$ cat config.mk
export PLATFORM = sky130hd
export DESIGN_NAME = lif_param_loader
export DESIGN_NICKNAME = d
export VERILOG_FILES = /design/src/rtl/lif_ctrl_pkg.sv /design/src/rtl/lif_param_shifter.sv /design/src/rtl/lif_param_loader.sv
export SDC_FILE = /design/constraint.sdc
export NUM_CORES = 1
export LEC_CHECK = 0
export ABC_AREA = 1
export BUFFER_PORTS_ARGS = -buffer_cell sky130_fd_sc_hd__buf_2
export CELL_PAD_IN_SITES_DETAIL_PLACEMENT = 1
export CELL_PAD_IN_SITES_GLOBAL_PLACEMENT = 2
export CORE_MARGIN = 1
export CORE_UTILIZATION = 37
export DETAILED_ROUTE_END_ITERATION = 10
export MAX_ROUTING_LAYER = met4
export PLACE_DENSITY = 0.85
export RECOVER_POWER = 100
export SETUP_SLACK_MARGIN = 0.15
export SLEW_MARGIN = 20
export SYNTH_ARGS = -nofsm -noshare
export SYNTH_HDL_FRONTEND = slang
export SYNTH_SLANG_ARGS = --single-unit
$ cat constraint.sdc
create_clock -name clk -period 3.6 [get_ports clk]
set_clock_uncertainty 0.15 [all_clocks]
set_input_delay 0.36 -clock clk [delete_from_list [all_inputs] [get_ports clk]]
set_output_delay 0.36 -clock clk [all_outputs]
set_load 0.02 [all_outputs]
$ cat src/rtl/lif_ctrl_pkg.sv
// Shared state encoding, default sizing and helpers for the LIF neuron
// parameter-load controller.
package lif_ctrl_pkg;

    typedef enum logic [1:0] {
        IDLE     = 2'd0,
        SHIFT    = 2'd1,
        WAIT_RDY = 2'd2
    } lif_state_e;

    localparam int DEFAULT_NUM_PARAMS = 4;
    localparam int DEFAULT_PARAM_W    = 8;
    localparam int DEFAULT_TIMEOUT    = 255;
    localparam int LOAD_COUNT_W       = 8;

    // A counter over a single-value range still needs one physical bit.
    function automatic int cnt_width(input int range);
        return (range > 1) ? $clog2(range) : 1;
    endfunction

endpackage

$ cat src/rtl/lif_param_shifter.sv
// Parallel-in serial-out register for the parameter frame; the most
// significant bit is presented first and the register shifts left.
module lif_param_shifter #(
    parameter int WIDTH = 32
) (
    input  logic             clk,
    input  logic             reset,
    input  logic             load,
    input  logic [WIDTH-1:0] load_data,
    input  logic             shift_en,
    output logic             shift_out
);

    logic [WIDTH-1:0] shift_reg;

    always_ff @(posedge clk or posedge reset) begin
        if (reset) begin
            shift_reg <= '0;
        end else if (load) begin
            shift_reg <= load_data;
        end else if (shift_en) begin
            shift_reg <= shift_reg << 1;
        end
    end

    assign shift_out = shift_reg[WIDTH-1];

endmodule

$ cat src/rtl/lif_param_loader.sv
// Host-to-core configuration controller: collects parameter words, streams
// them serially into the LIF core and waits for the core to acknowledge.
module lif_param_loader
    import lif_ctrl_pkg::*;
#(
    parameter int NUM_PARAMS = DEFAULT_NUM_PARAMS,
    parameter int PARAM_W    = DEFAULT_PARAM_W,
    parameter int TIMEOUT    = DEFAULT_TIMEOUT
) (
    input  logic                    clk,
    input  logic                    reset,
    input  logic                    enable,
    input  logic                    abort,
    input  logic                    cfg_valid,
    input  logic [PARAM_W-1:0]      cfg_data,
    output logic                    cfg_ready,
    input  logic                    params_ready,
    output logic                    load_mode,
    output logic                    serial_data,
    output logic                    busy,
    output logic                    done,
    output logic                    error,
    output logic [LOAD_COUNT_W-1:0] load_count
);

    localparam int FRAME_W   = NUM_PARAMS * PARAM_W;
    localparam int WIDX_W    = cnt_width(NUM_PARAMS);
    localparam int BIT_CNT_W = cnt_width(FRAME_W);
    localparam int TIMER_W   = cnt_width(TIMEOUT + 1);

    localparam logic [WIDX_W-1:0]    LAST_WORD  = WIDX_W'(NUM_PARAMS - 1);
    localparam logic [BIT_CNT_W-1:0] LAST_BIT   = BIT_CNT_W'(FRAME_W - 1);
    localparam logic [TIMER_W-1:0]   TIMER_LAST = TIMER_W'(TIMEOUT - 1);

    lif_state_e state, state_next;

    logic [WIDX_W-1:0]       word_idx, word_idx_next;
    logic [BIT_CNT_W-1:0]    bit_cnt, bit_cnt_next;
    logic [TIMER_W-1:0]      timer, timer_next;
    logic [PARAM_W-1:0]      shadow [NUM_PARAMS];
    logic [FRAME_W-1:0]      frame_load;

    logic                    load_mode_next;
    logic                    serial_next;
    logic                    done_next;
    logic                    error_next;
    logic                    cfg_ready_next;
    logic                    busy_next;
    logic [LOAD_COUNT_W-1:0] count_next;

    logic                    accept;
    logic                    shift_load;
    logic                    shift_en;
    logic                    shift_bit;

    assign accept = enable && cfg_valid && cfg_ready && (state == IDLE);

    // Word 0 occupies the top of the frame so it leaves the shifter first;
    // the final word is still on cfg_data when the shifter is loaded.
    always_comb begin
        frame_load = '0;
        for (int i = 0; i < NUM_PARAMS; i++) begin
            frame_load[(NUM_PARAMS-1-i)*PARAM_W +: PARAM_W] =
                (i == NUM_PARAMS - 1) ? cfg_data : shadow[i];
        end
    end

    lif_param_shifter #(
        .WIDTH (FRAME_W)
    ) u_shifter (
        .clk       (clk),
        .reset     (reset),
        .load      (shift_load),
        .load_data (frame_load),
        .shift_en  (shift_en),
        .shift_out (shift_bit)
    );

    always_ff @(posedge clk or posedge reset) begin
        if (reset) begin
            state <= IDLE;
        end else begin
            state <= state_next;
        end
    end

    // The first SHIFT cycle only raises load_mode with bit 0, so bit_cnt
    // starts counting once a bit is already on the line and the exit cycle
    // is the one after the last bit has been presented.
    always_comb begin
        state_next     = state;
        word_idx_next  = word_idx;
        bit_cnt_next   = bit_cnt;
        timer_next     = timer;
        load_mode_next = load_mode;
        serial_next    = serial_data;
        done_next      = done;
        error_next     = error;
        count_next     = load_count;
        shift_load     = 1'b0;
        shift_en       = 1'b0;

        if (abort) begin
            state_next     = IDLE;
            word_idx_next  = '0;
            bit_cnt_next   = '0;
            timer_next     = '0;
            load_mode_next = 1'b0;
            serial_next    = 1'b0;
            done_next      = 1'b0;
        end else if (enable) begin
            done_next = 1'b0;
            case (state)
                IDLE: begin
                    if (accept) begin
                        error_next = 1'b0;
                        if (word_idx == LAST_WORD) begin
                            state_next    = SHIFT;
                            word_idx_next = '0;
                            bit_cnt_next  = '0;
                            shift_load    = 1'b1;
                        end else begin
                            word_idx_next = word_idx + 1'b1;
                        end
                    end
                end
                SHIFT: begin
                    if (load_mode && (bit_cnt == LAST_BIT)) begin
                        state_next     = WAIT_RDY;
                        load_mode_next = 1'b0;
                        serial_next    = 1'b0;
                        timer_next     = '0;
                    end else begin
                        load_mode_next = 1'b1;
                        serial_next    = shift_bit;
                        shift_en       = 1'b1;
                        if (load_mode) begin
                            bit_cnt_next = bit_cnt + 1'b1;
                        end
                    end
                end
                WAIT_RDY: begin
                    if (params_ready) begin
                        state_next = IDLE;
                        timer_next = '0;
                        done_next  = 1'b1;
                        if (load_count != '1) begin
                            count_next = load_count + 1'b1;
                        end
                    end else if (timer == TIMER_LAST) begin
                        state_next = IDLE;
                        timer_next = '0;
                        error_next = 1'b1;
                    end else begin
                        timer_next = timer + 1'b1;
                    end
                end
                default: begin
                    state_next = IDLE;
                end
            endcase
        end

        cfg_ready_next = (state_next == IDLE);
        busy_next      = (state_next != IDLE);
    end

    always_ff @(posedge clk or posedge reset) begin
        if (reset) begin
            word_idx    <= '0;
            bit_cnt     <= '0;
            timer       <= '0;
            load_mode   <= 1'b0;
            serial_data <= 1'b0;
            done        <= 1'b0;
            error       <= 1'b0;
            cfg_ready   <= 1'b1;
            busy        <= 1'b0;
            load_count  <= '0;
            for (int i = 0; i < NUM_PARAMS; i++) begin
                shadow[i] <= '0;
            end
        end else begin
            word_idx    <= word_idx_next;
            bit_cnt     <= bit_cnt_next;
            timer       <= timer_next;
            load_mode   <= load_mode_next;
            serial_data <= serial_next;
            done        <= done_next;
            error       <= error_next;
            cfg_ready   <= cfg_ready_next;
            busy        <= busy_next;
            load_count  <= count_next;
            if (accept && !abort) begin
                shadow[word_idx] <= cfg_data;
            end
        end
    end

endmodule
-- After elaboration in Yosys (flattened, before gate mapping)
Index checks and enable logic that the tools add are counted.
- flip-flop bits (word level): 95
- bits in latches: 0
- memory bits (writable): 0
- bits in read-only memories: 0
- input port bits: 14
- output and inout port bits: 14
- word-level logic and storage cells: 117
- memories: 0
- $add $sub $neg: 4
- multipliers: 0
- divide/modulo/power cells: 0
- order comparisons: 2
- eq/ne operators: 14
- shifts and indexed selects: 0
- multiplexer cells: 55
- bitwise operators: 2
- reduce and logical (&&, ||, !) cells: 24
- operator list (operator ; number):
    $mux W32 ; 2
    $mux W8 ; 6
    $bwmux W32 ; 1
    $mux W5 ; 6
    $mux W2 ; 12
    $mux W1 ; 23
    $add A8 B1 Y8 const B ; 2
    $demux W8 S2 ; 1
    $pmux W8 S2 ; 1
    $reduce_bool A2 Y1 ; 7
    $ne A3 B3 Y1 const B ; 4
    $reduce_and A6 Y1 ; 2
    $pmux W5 S2 ; 1
    $eq A8 B8 Y1 const B ; 1
    $ne A8 B8 Y1 const B ; 1
    $logic_and A1 B1 Y1 ; 6
    $ne A2 B2 Y1 const B ; 3
    $pmux W2 S3 ; 1
    $reduce_and A3 Y1 ; 2
    $reduce_bool A3 Y1 ; 2
    $add A5 B1 Y5 const B ; 1
    $eq A5 B5 Y1 const B ; 1
    $reduce_and A5 Y1 ; 1
    $eq A2 B2 Y1 const B ; 2
    11 further kinds ; 12

-- Logic depth before layout (Yosys ltp)
- depth after elaboration: 8
- gate-level depth with buffers: 13
- depth with buffers taken out: 13

-- By module
From an unflattened synthesis, not the netlist that was laid out.
- cells, all modules: 496
- area, all modules: 4289.1 um^2
- by module, submodules not included (module ; instances ; cells an instance ; area an instance (um^2)):
    lif_param_loader ; 1 ; 321 ; 2772.7
    lif_param_shifter ; 1 ; 175 ; 1516.5

-- Worst setup path before layout
Ideal clock, no wire load.
- kind: register to register
- start point: register bit_cnt[0]
- end point: register bit_cnt[3]
- library setup time: 0.116 ns
- arrival time: 1.543 ns
- data required time: 3.334 ns
- setup slack: 1.791 ns
- stages on the path, launching flop included: 13
- buffers on the path: 0
- clock period less this slack: 1.809 ns
- cells stage by stage: dfrtp_1 -> ha_1 -> nand2_1 -> nor2_1 -> ha_1 -> nand2_1 -> inv_1 -> nand2_1 -> nand2_1 -> nand2_1 -> nand3_1 -> nand2_1 -> nand2_1
- cells in the longest elaborated chain, start to end: 6
- elaborated cells between the ends (all ways): 10
- classes of those cells: add/sub: 1; eq/ne: 2; mux: 5; reduce/logical: 2
- RTL lines (item ; RTL line ; text):
    from (decl) ; lif_param_loader.sv:38 ; logic [BIT_CNT_W-1:0] bit_cnt, bit_cnt_next;
    from (signal assigned) ; lif_param_loader.sv:185 ; bit_cnt <= bit_cnt_next;
    $add A5 B1 Y5 ; lif_param_loader.sv:138 ; bit_cnt_next = bit_cnt + 1'b1;
    $mux W5 ; lif_param_loader.sv:137 ; if (load_mode) begin
    $mux W5 ; lif_param_loader.sv:128 ; if (load_mode && (bit_cnt == LAST_BIT)) begin
    $pmux W5 S2 ; lif_param_loader.sv:113 ; case (state)
    $mux W5 ; lif_param_loader.sv:111 ; end else if (enable) begin
    $mux W5 ; lif_param_loader.sv:103 ; if (abort) begin
Several ways; a longest one is shown, not always the timed one. The select of a mux whose other input is x is not followed.
A chain may end at the register's enable or synchronous reset.

-- Final worst setup path
- start point: register state[0]
- end point: register u_shifter.shift_reg[31]
- cells in the longest elaborated chain, start to end: 7
- elaborated cells between the ends (all ways): 12
- classes of those cells: eq/ne: 1; mux: 8; reduce/logical: 3
- RTL lines (item ; RTL line ; text):
    from (decl) ; lif_param_loader.sv:35 ; lif_state_e state, state_next;
    from (signal assigned) ; lif_param_loader.sv:83 ; state <= state_next;
    $logic_not A2 Y1 ; lif_param_loader.sv:56, lif_param_loader.sv:113 ;
    $logic_and A1 B1 Y1 ; lif_param_loader.sv:56 ; assign accept = enable && cfg_valid && cfg_ready && (state == IDLE);
    $mux W1 ; lif_param_loader.sv:115 ; if (accept) begin
    $mux W1 ; lif_param_loader.sv:113 ;
    $mux W1 ; lif_param_loader.sv:111 ;
    $mux W1 ; lif_param_loader.sv:103 ;
    $mux W32 or $reduce_bool A2 Y1 (tied branches) ; n/a ;
    to (signal assigned) ; lif_param_shifter.sv:20 ; shift_reg <= load_data;
    to (signal assigned) ; lif_param_shifter.sv:22 ; shift_reg <= shift_reg << 1;
    to (decl) ; lif_param_shifter.sv:14 ; logic [WIDTH-1:0] shift_reg;
Several ways; a longest one is shown, not always the timed one.

==> reports/qor.yml <==
detailed_routing:
  vias: 3367
  drc: 0
  routed_via_density: 4.98
  ant_nets: 0
  firstDrtPassIters: 4
  wl_um: 9960
  wl_per_cell_um: 14.7
  first_iter_violations: 136
run_status:
  violations: "capacitance limit, slew limit"
  run_status: "finished, violations left"
global_route:
  grt_pass1_wl_um: 17100
  antenna_found_initial: 0
  grt_pass1_vias: 3433
  grt.met2_usage_pct: 30.7
  grt_max_degree: 50
  grtUsageMet1_pct: 25.2
  grt-busiest-layer: "met2"
  overflow: 0
  use_met3_pct: 3.38
  grt_use_total_pct: 19.5
floorplanning:
  core-area_um2: 10900
  rows: 38
  die_w_um: 108
  dieArea_um2: 11800
  start_util_pct: 38.4
  boundaryPins: 28
  fp.dieH_um: 108
synthesis:
  yosysWarnings: 0
  avgSynthCellArea_um2: 8.29
  synthDistinctLibCells: 29
  synthArstFlopShare_pct: 100
  syn_area_um2: 4190
  ys_ff_latch: 87
  synth_enable_flop_cells: 0
  synth-main-ff-cell: "dfrtp_1"
  synth_cells: 506
  syn_nets: 529
  yosysSeqAreaShare_pct: 51.9
timing:
  rsz0062_at_grt: "no"
  period_share_pct: 75.0
  slew_viol_final: 50
  period_minus_slack_ns: 2.70
  tns_ns: 0
  setup-violations-final: 0
  max_slew.worst_pin.slew_ns: 2.22
  hold_viol: 0
  relSlewSlack_pct: -49.0
  fmax_ghz: 0.370
finish:
  layout-drive-gt1-share_pct: 6.90
  final_cell_mix: "nand2_1 (122), o21ai_0 (117), dfrtp_1 (86)"
  area_growth_pct: 10.8
  largest_reg_flops: 32
  fin_area_um2: 4650
  layout_commonest_cell: "nand2_1"
  num-nets-final: 554
  diodes: 0
cts:
  htree_levels: 3
  cts_buffers: 9
  cts_sinks: 87
  cts_resized: 0
  root_buffer: "clkbuf_16"
  clock_path_buffers: 2
  cts_setup_buffers: 0
  hold_buffers: 0
  cts_tree: "built"
  clk_latency_ns: 0.34
  path_clk_slew_ns: 0.06
critical_path:
  worst_setup_path_end_kind: "flip-flop"
  cp_max_fo: 33
  crit_required_ns: 3.67
  worstSetupPathType: "reg2reg"
  critical_path_arrival_ns: 2.77
  cp-start-kind: "flip-flop"
place:
  place_hpwl_um: 6860
  numPortBuffers: 27
  dpl_cell_area_um2: 4420
  globalplace.congestion: 0.782
run:
  cap_violations: 1
min_path:
  hold_path_class: "in2reg"
power_and_ir_drop:
  irDropWorstVdd_mv: 0.232
  p_per_area_nw_per_um2: 480
  p_leak_nw: 2.34
## path summary, 6_finish.rpt
path                                 from                 endpoint  slack [ns]  depth (start not counted)
setup / recovery                 state[0]  u_shifter.shift_reg[31]        0.90                          8
hold / removal                cfg_data[3]   u_shifter.shift_reg[3]        0.16                          3
setup reg to reg                 state[0]  u_shifter.shift_reg[31]        0.90                          8
hold reg to reg            frame_load[22]           frame_load[22]        0.33                          2
max in group asynchronous           reset           frame_load[15]        1.08                          3
min in group asynchronous           reset                 timer[3]        0.45                          2
## kinds of logic after synthesis
kind of cell / after synthesis / synth area share (%)
compound gates: 129 / 15.5
xor+xnor: 4 / 0.835
fa+ha+maj: 9 / 2.69
buf+inv: 87 / 9.10
flops: 87 / 51.9
simple gates: 190 / 19.9
## critical path: stages, from the launching register on
cell	delay [ns]
dfrtp_1	0.43
inv_1	0.12
nand2_1	0.08
nor2_1	0.07
nand3_2	0.39
clkbuf_1	0.85
o21ai_0	0.24
o21ai_0	0.15
nand2_1	0.07
## stage by stage
stage | cells | worst slack (ns) | hold WS [ns] | util, % | power, mW
floorplan | 506 | 0.841 | 0.298 | - | 1.27
global placement | 660 | 1.32 | 0.311 | 40.5 | 1.33
detailed placement | 660 | 1.24 | 0.319 | 40.5 | 1.34
CTS | 676 | 1.21 | 0.0722 | 43.1 | 2.28
global route | 676 | 0.508 | 0.187 | 42.5 | 2.35
finish | 676 | 0.898 | 0.163 | 42.5 | 2.23
## per-layer routing
metal	vias to the layer above	share of wire [%]
met2	39	47
met5	-	0
met1	1651	49
met4	0	1.4
li1	1668	-
met3	9	2.5
## Yosys cell counts (all sizes together), types with 3 or more instances
cell type / number / area share [%]
buf: 12 / 2.3
clkbuf: 3 / 0.27
dfrtp: 86 / 51
o21ai: 122 / 15
nor2: 35 / 3.9
a21oi: 6 / 0.81
nand2: 125 / 12
nand3: 14 / 1.8
inv: 72 / 6.5
ha: 9 / 2.7
nor3: 6 / 0.72
nand4: 7 / 1.0
## area by class of cell
cell class                 instances  area, um2
fill                            1343       6290
clock inverter                     4       45.0
timing repair buffer              29        126
multi-input combinational        332       1600
tap                              140        175
sequential                        87       2180
clock buffer                      12        246
inverter                          72        274
## power breakdown
group / internal (mW) / leakage, nW / switching (mW) / total (mW)
clock: 0.554 / 0.146 / 0.370 / 0.924
combinational: 0.0579 / 1.15 / 0.120 / 0.178
sequential: 1.09 / 1.04 / 0.0448 / 1.13
Note: power is estimated with default switching activity, not from simulation.
